==> config.mk <==
export PLATFORM = sky130hd
export DESIGN_NAME = uart_rx_sampler
export DESIGN_NICKNAME = d
export VERILOG_FILES = /design/src/rtl/uart_rx_sampler.sv
export SDC_FILE = /design/constraint.sdc
export NUM_CORES = 1
export LEC_CHECK = 0
export CORE_MARGIN = 2
export CORE_UTILIZATION = 40
export CTS_CLUSTER_DIAMETER = 100
export CTS_CLUSTER_SIZE = 25
export DETAILED_ROUTE_END_ITERATION = 7
export GPL_TIMING_DRIVEN = 1
export PLACE_DENSITY = 0.7
export SKIP_CTS_REPAIR_TIMING = 1
export SYNTH_ARGS = -nofsm -noshare
export SYNTH_HDL_FRONTEND = slang
export SYNTH_SLANG_ARGS = --single-unit
export TNS_END_PERCENT = 50
==> constraint.sdc <==
create_clock -name clk -period 2 [get_ports clk]
set_input_delay 0.2 -clock clk [delete_from_list [all_inputs] [get_ports clk]]
set_output_delay 0.2 -clock clk [all_outputs]
set_load 0.01 [all_outputs]
==> src/rtl/uart_rx_sampler.sv <==
// Oversampling 8N1 UART receiver: 2-flop synchronizer, mid-bit majority vote,
// and a single-entry holding register presented on a valid/ready output.
module uart_rx_sampler #(
    parameter int ClkFrequency = 80_000_000,
    parameter int Baud         = 115200,
    parameter int Oversample   = 16
) (
    input  logic       clk,
    input  logic       rst,
    input  logic       rxd,
    output logic [7:0] out_data,
    output logic       out_valid,
    input  logic       out_ready,
    output logic       frame_error,
    output logic       overrun,
    output logic       idle
);

    localparam int TICK_DIV_RAW = ClkFrequency / (Baud * Oversample);
    localparam int TICK_DIV     = (TICK_DIV_RAW < 1) ? 1 : TICK_DIV_RAW;
    localparam int TICK_W       = (TICK_DIV > 1) ? $clog2(TICK_DIV) : 1;
    localparam int SAMP_W       = $clog2(Oversample);
    localparam int MID          = Oversample / 2;

    localparam logic [TICK_W-1:0] TICK_LAST  = TICK_W'(TICK_DIV - 1);
    localparam logic [SAMP_W-1:0] SAMP_LAST  = SAMP_W'(Oversample - 1);
    localparam logic [SAMP_W-1:0] SAMP_VOTE0 = SAMP_W'(MID - 1);
    localparam logic [SAMP_W-1:0] SAMP_VOTE1 = SAMP_W'(MID);
    localparam logic [SAMP_W-1:0] SAMP_VOTE2 = SAMP_W'(MID + 1);

    typedef enum logic [2:0] {
        ST_IDLE,
        ST_START,
        ST_DATA,
        ST_STOP,
        ST_WAIT_HIGH
    } state_t;

    state_t              state, state_n;
    logic                rxd_meta, rxd_s;
    logic [TICK_W-1:0]   tick_cnt;
    logic [SAMP_W-1:0]   samp_cnt;
    logic [2:0]          bit_idx;
    logic [7:0]          shreg;
    logic                vote_a, vote_b;
    logic                bit_sampled;

    logic counting, tick, vote_now, bit_end, majority;
    logic clear_cnt, shift_en, bit_inc, bit_clr, sampled_set, sampled_clr;
    logic byte_done, fe_set;

    always_ff @(posedge clk) begin
        if (rst) begin
            rxd_meta <= 1'b1;
            rxd_s    <= 1'b1;
        end else begin
            rxd_meta <= rxd;
            rxd_s    <= rxd_meta;
        end
    end

    assign counting = (state == ST_START) || (state == ST_DATA) || (state == ST_STOP);
    assign tick     = counting && (tick_cnt == TICK_LAST);
    assign vote_now = tick && (samp_cnt == SAMP_VOTE2);
    assign bit_end  = tick && (samp_cnt == SAMP_LAST);
    assign majority = (vote_a & vote_b) | (vote_a & rxd_s) | (vote_b & rxd_s);

    always_ff @(posedge clk) begin
        if (rst) begin
            state <= ST_IDLE;
        end else begin
            state <= state_n;
        end
    end

    always_comb begin
        state_n     = state;
        clear_cnt   = 1'b0;
        shift_en    = 1'b0;
        bit_inc     = 1'b0;
        bit_clr     = 1'b0;
        sampled_set = 1'b0;
        sampled_clr = 1'b0;
        byte_done   = 1'b0;
        fe_set      = 1'b0;
        case (state)
            ST_IDLE: begin
                clear_cnt = 1'b1;
                if (!rxd_s) state_n = ST_START;
            end
            ST_START: begin
                if (vote_now) begin
                    if (majority) begin
                        state_n = ST_IDLE;
                    end else begin
                        state_n     = ST_DATA;
                        bit_clr     = 1'b1;
                        sampled_clr = 1'b1;
                    end
                end
            end
            // The tail of the start bit is still running on entry, so a bit only
            // closes at the sample wrap once its own vote has been taken.
            ST_DATA: begin
                if (vote_now) begin
                    shift_en    = 1'b1;
                    sampled_set = 1'b1;
                end
                if (bit_end) begin
                    sampled_clr = 1'b1;
                    if (bit_sampled) begin
                        if (bit_idx == 3'd7) state_n = ST_STOP;
                        else                 bit_inc = 1'b1;
                    end
                end
            end
            ST_STOP: begin
                if (vote_now) begin
                    if (majority) begin
                        byte_done = 1'b1;
                        state_n   = ST_IDLE;
                    end else begin
                        fe_set  = 1'b1;
                        state_n = ST_WAIT_HIGH;
                    end
                end
            end
            ST_WAIT_HIGH: begin
                clear_cnt = 1'b1;
                if (rxd_s) state_n = ST_IDLE;
            end
            default: state_n = ST_IDLE;
        endcase
    end

    always_ff @(posedge clk) begin
        if (rst) begin
            tick_cnt <= '0;
            samp_cnt <= '0;
        end else if (clear_cnt) begin
            tick_cnt <= '0;
            samp_cnt <= '0;
        end else if (counting) begin
            tick_cnt <= tick ? '0 : tick_cnt + TICK_W'(1);
            if (tick) samp_cnt <= (samp_cnt == SAMP_LAST) ? '0 : samp_cnt + SAMP_W'(1);
        end
    end

    always_ff @(posedge clk) begin
        if (rst) begin
            vote_a      <= 1'b0;
            vote_b      <= 1'b0;
            shreg       <= '0;
            bit_idx     <= '0;
            bit_sampled <= 1'b0;
        end else begin
            if (tick && samp_cnt == SAMP_VOTE0) vote_a <= rxd_s;
            if (tick && samp_cnt == SAMP_VOTE1) vote_b <= rxd_s;
            if (shift_en) shreg <= {majority, shreg[7:1]};
            if (bit_clr)      bit_idx <= '0;
            else if (bit_inc) bit_idx <= bit_idx + 3'd1;
            if (sampled_clr)      bit_sampled <= 1'b0;
            else if (sampled_set) bit_sampled <= 1'b1;
        end
    end

    // Output handshake: a byte transfers on any posedge with out_valid=1 and
    // out_ready=1; out_valid never drops and out_data never changes until then.
    always_ff @(posedge clk) begin
        if (rst) begin
            out_data    <= '0;
            out_valid   <= 1'b0;
            frame_error <= 1'b0;
            overrun     <= 1'b0;
        end else begin
            frame_error <= fe_set;
            overrun     <= byte_done && out_valid && !out_ready;
            if (byte_done && (!out_valid || out_ready)) begin
                out_data  <= shreg;
                out_valid <= 1'b1;
            end else if (out_valid && out_ready) begin
                out_valid <= 1'b0;
            end
        end
    end

    assign idle = (state == ST_IDLE) && rxd_s;

endmodule
-- After elaboration in Yosys (flattened, before gate mapping)
Cells that the tools add are included.
- input bits: 4
- bits in registers: 40
- logic and storage cells: 93
- output and inout bits: 12
- reductions and logical operators: 24
- equal/unequal tests: 17
- add/subtract/negate cells: 3
- multiplexer cells: 29
- bitwise gates (word level): 6
- operators by type and width (kind ; number):
    two-way mux 3 bit ; 8
    two-way mux 1 bit ; 16
    case mux 3 bit (5 select lines) ; 1
    == test 4 bit (second input constant) ; 3
    inequality test 2 bit (second input constant) ; 6
    logical AND 1 bit ; 10
    OR reduction 2 bit ; 5
    AND reduction 7 bit ; 1
    adder 6 x 1 -> 6 bit (second input constant) ; 1
    == test 3 x 2 -> 1 bit (second input constant) ; 2
    == test 3 bit (second input constant) ; 2
    == test 6 bit (second input constant) ; 1
    two-way mux 6 bit ; 1
    adder 4 x 1 -> 4 bit (second input constant) ; 1
    == test 4 x 3 -> 1 bit (second input constant) ; 1
    two-way mux 4 bit ; 1
    adder 3 x 1 -> 3 bit (second input constant) ; 1
    bitwise AND 1 bit ; 3
    == test 3 x 1 -> 1 bit (second input constant) ; 1
    logical NOT 3 bit ; 1
    logical OR 1 bit ; 3
    logical NOT 1 bit ; 2
    two-way mux 2 bit ; 1
    inequality test 2 x 1 -> 1 bit (second input constant) ; 1
    5 further kinds ; 6

-- Depth between registers and ports, before layout
- depth after elaboration: 9
- mapped depth: 8

-- Worst setup path after synthesis
No wires, ideal clock.
- path type: reg-to-reg
- start point: reg tick_cnt[0]
- end point: reg shreg[0]
- period minus slack after synthesis: 1.605 ns
- stages on the path, launching flop included: 9
- slack: 0.395 ns
- arrival time: 1.478 ns
- path through: dfxtp_1 inv_1 ha_1 and4bb_1 buf_4 nand4_1 buf_2 mux2i_1 nor2_1
- word-level cells in the longest chain between the ends: 5
- ends and longest elaborated chain (element ; RTL line ; text):
    start: declaration ; 41 ; logic [TICK_W-1:0] tick_cnt;
    start signal: assignment ; 144 ; tick_cnt <= tick ? '0 : tick_cnt + TICK_W'(1);
    == test 6 bit ; 63 ; assign tick = counting && (tick_cnt == TICK_LAST);
    logical AND 1 bit ; 63 ;
    logical AND 1 bit ; 64 ; assign vote_now = tick && (samp_cnt == SAMP_VOTE2);
    two-way mux 1 bit ; 105 ; if (vote_now) begin
    two-way mux 1 bit ; 86 ; case (state)
    end signal: assignment ; 159 ; if (shift_en) shreg <= {majority, shreg[7:1]};
    end: declaration ; 44 ; logic [7:0] shreg;
No other way between the ends.
A chain may end at the register's enable or synchronous reset.

-- Final worst setup path
- start point: reg state[0]
- end point: out idle
- word-level cells in the longest chain between the ends: 2
- ends and longest elaborated chain (element ; RTL line ; text):
    start: declaration ; 39 ; state_t state, state_n;
    start signal: assignment ; 72 ; state <= state_n;
    logical NOT 3 bit ; 187 ; assign idle = (state == ST_IDLE) && rxd_s;
    logical AND 1 bit ; 187 ;
    end: declaration ; 16 ; output logic idle
No other way between the ends.

==> out/results.txt <==
Reg2reg end: state[0]$_SDFFE_PP0P_
H-Tree Depth: 2
Clock skew: 0.00880 ns
Hold Path Sink: rxd_s$_SDFF_PP1_
CTS clk-pin slew, worst paths: 0.08 ns
Via density: 5.42
Setup TNS: 0 ns
Global-route usage over all layers: 15.1%
CP Cell Sequence: buf_4, nor4b_1, clkdlybuf4s50_1
CP Launch Type: flip-flop
Max-slew violation count: 0
Switch share: 21.3%
Critical path fanouts, max: 6
R2r startpoint: tick_cnt[0]$_SDFFE_PP0P_
Vias: 1506
Status: completed
Most frequent cells in the layout: dfxtp_1 (40), nor2_1 (18), a21oi_1 (16)
Rel. slew slack: 48.1%
Share of layout cells above drive strength 1: 11.2%
Synthesized Nets: 219
I/O Buffers: 15
Overflow after GRT: 0
Die Height: 73.0 µm
Seq pwr share: 52.7%
Setup WS pre-CTS: 0.176 ns
Mux cell area share after synthesis: 5.26%
Maximum vdd drop: 0.468 mV
Final setup fails: 0
Inserted Clock Buffers: 5
Final hold vios: 0
Hold Path Depth: 1
DRT iter0 DRCs: 46
Post-Synth Simple-Gate Area: 25.5%
Area leader, netlist: dfxtp_1
Num rows: 25
Sequential fraction of the synthesis area: 42.1%
Maximum buffer depth of the clock tree: 2
Layout area overhead: 15.9%
Ys async rst share: 0%
Slowest Stage Delay on Critical Path: 0.59 ns
#FFs+latches synth: 40
Post-Synth XOR/XNOR Area: 3.22%
Initial antenna violation count: 0
Crit path kind: reg -> out
Syn_area_per_cell: 9.14 µm²
Global-route wire length before repair: 6320 µm
Synth Area in Adders: 5.13%
Hold Path Origin: rxd_meta$_SDFF_PP1_
Final-layout fill cell count: 440
Synth area leaders: dfxtp_1 (42%), mux2i_1 (5.3%), ha_1 (4.6%)
CP max-delay cell: clkdlybuf4s50_1
Main synth FF type: dfxtp_1
Max Cap Viol: 0
Vias in the first global route: 1419
Worst-margin pin slew: 0.776 ns
Core ar.: 4660 µm²
Worst EP arrival: 1.71 ns
Setup crit end kind: output pin
Power Internal: 1.20 mW
Unrepaired setup endpoints after global routing: no
Final worst slack: 0.0917 ns
GPL Wtd Cong: 0.808
Number of remaining DRC errors: 0
Pleak: 0.873 nW
Root Buffer: clkbuf_8
Synth Area in Compound Gates: 13.7%
Crit path from: state[0]$_SDFFE_PP0P_
DP Wirelength: 2640 µm
Sw Pwr: 0.326 mW
Starting Density: 40.8%
Synth unique cells: 45
TritonRoute pass-1 iters: 4
Clock power share: 43.5%
Largest family of logic cells by synthesized area: simple AND/OR/NAND/NOR gates
Worst hold path type: reg -> reg
Max frequency: 524 MHz
R2R depth: 6
Final Core Density: 47.3%
Largest net degree at the start of global routing: 28
Period utilisation layout: 95.4%
Wirelength per Cell: 12.9 µm
Layout Nets: 234
Antenna Cells: 0
Total detailed-routing wirelength: 3600 µm
Post-Syn Area: 1900 µm²
Most common cell after layout, fill and taps aside: dfxtp_1
Syn Inst Count: 208
Post-synth EDFFs: 0
Pwr dens: 692 nW/µm²
Die area: 5320 µm²
Synth top area share: 42.1%
Data required, critical path: 1.80 ns
Antenna viol nets, final: 0
Worst skew pair latency: 0.30 ns
CTS tree: done
Syn. warnings: 0
I/O pin count: 16
R2R Setup Slk: 0.19 ns
Sink Count: 40
Combinational share of power: 3.8%
Chip width: 73.0 µm
Post-layout minimum cycle time: 1.91 ns
-- power by group through the flow --
stage | registers, mW | clock network, mW | logic [mW]
finish | 0.804 | 0.664 | 0.0574
detailed placement | 0.823 | 0 | 0.0577
CTS | 0.804 | 0.685 | 0.0582
floorplan | 0.820 | 0 | 0.0448
global placement | 0.823 | 0 | 0.0574
global route | 0.805 | 0.709 | 0.0635
-- stage by stage --
stage          instance area, µm²  hold slack [ns]  cells  total power, mW
5_1_grt                      2200            0.446    278             1.58
2_1_floorplan                1900            0.304    208            0.865
3_5_place_dp                 2090            0.407    270            0.881
3_3_place_gp                 2090            0.399    270            0.880
4_1_cts                      2200            0.419    278             1.55
6_report                     2200            0.416    278             1.53
-- synthesized netlist by cell type, types with 2 or more instances --
master	number
nand2b_1	4
nor3_1	8
mux2i_1	10
a21oi_1	16
clkbuf_1	3
nor2_1	18
nand4_1	7
inv_1	5
ha_1	7
buf_2	4
and4_1	3
nand3b_1	2
dfxtp_1	40
xor2_1	6
or2_2	3
and2_1	2
o21ai_0	13
a22oi_1	2
nand3_1	13
nand2_1	7
buf_4	4
and3b_1	4
or3_1	2
and3_1	4
-- worst max-delay path by stage --
stage                                to  slack, ns  cells after the start
2_1_floorplan     shreg[0]$_SDFFE_PP0P_       0.39                      8
3_3_place_gp   bit_sampled$_SDFFE_PP0P_       0.20                      6
3_5_place_dp   bit_sampled$_SDFFE_PP0P_       0.18                      6
4_1_cts                            idle       0.07                      3
5_1_grt                            idle       0.03                      3
6_report                           idle       0.09                      3
-- final cells by class --
type | instances | area, µm² | share of cell area [%]
Clock buffer | 5 | 68.8 | 3.12
Clock inverter | 3 | 47.5 | 2.16
Multi-Input combinational cell | 150 | 1010 | 45.6
Tap cell | 54 | 67.6 | 3.06
Timing Repair Buffer | 21 | 195 | 8.85
Sequential cell | 40 | 801 | 36.3
Inverter | 5 | 18.8 | 0.851
-- cell families after synthesis --
logic type | count (synthesis)
compound gates | 41
fa+ha+maj | 8
simple gates | 84
flops | 40
buf+inv | 18
xor+xnor | 7
mux | 10
-- routing by layer --
layer	track usage, %	routed length, µm
met5	0	0
met1	19.7	1810
met2	24.0	1620
met4	6.38	90
met3	3.45	77
-- state kept, by name (all words and copies together), names as in the netlist, 3 cells and up --
name      count
state         3
samp_cnt      4
out_data      8
tick_cnt      6
shreg         8
bit_idx       3
-- critical path: cells and delay by family, from the launching register on --
kind | cells | cell delay, ns
and+or+nand+nor | 1 | 0.29
buffers and inverters | 2 | 0.76
DFF | 1 | 0.37
(Power assumes the default switching activity.)
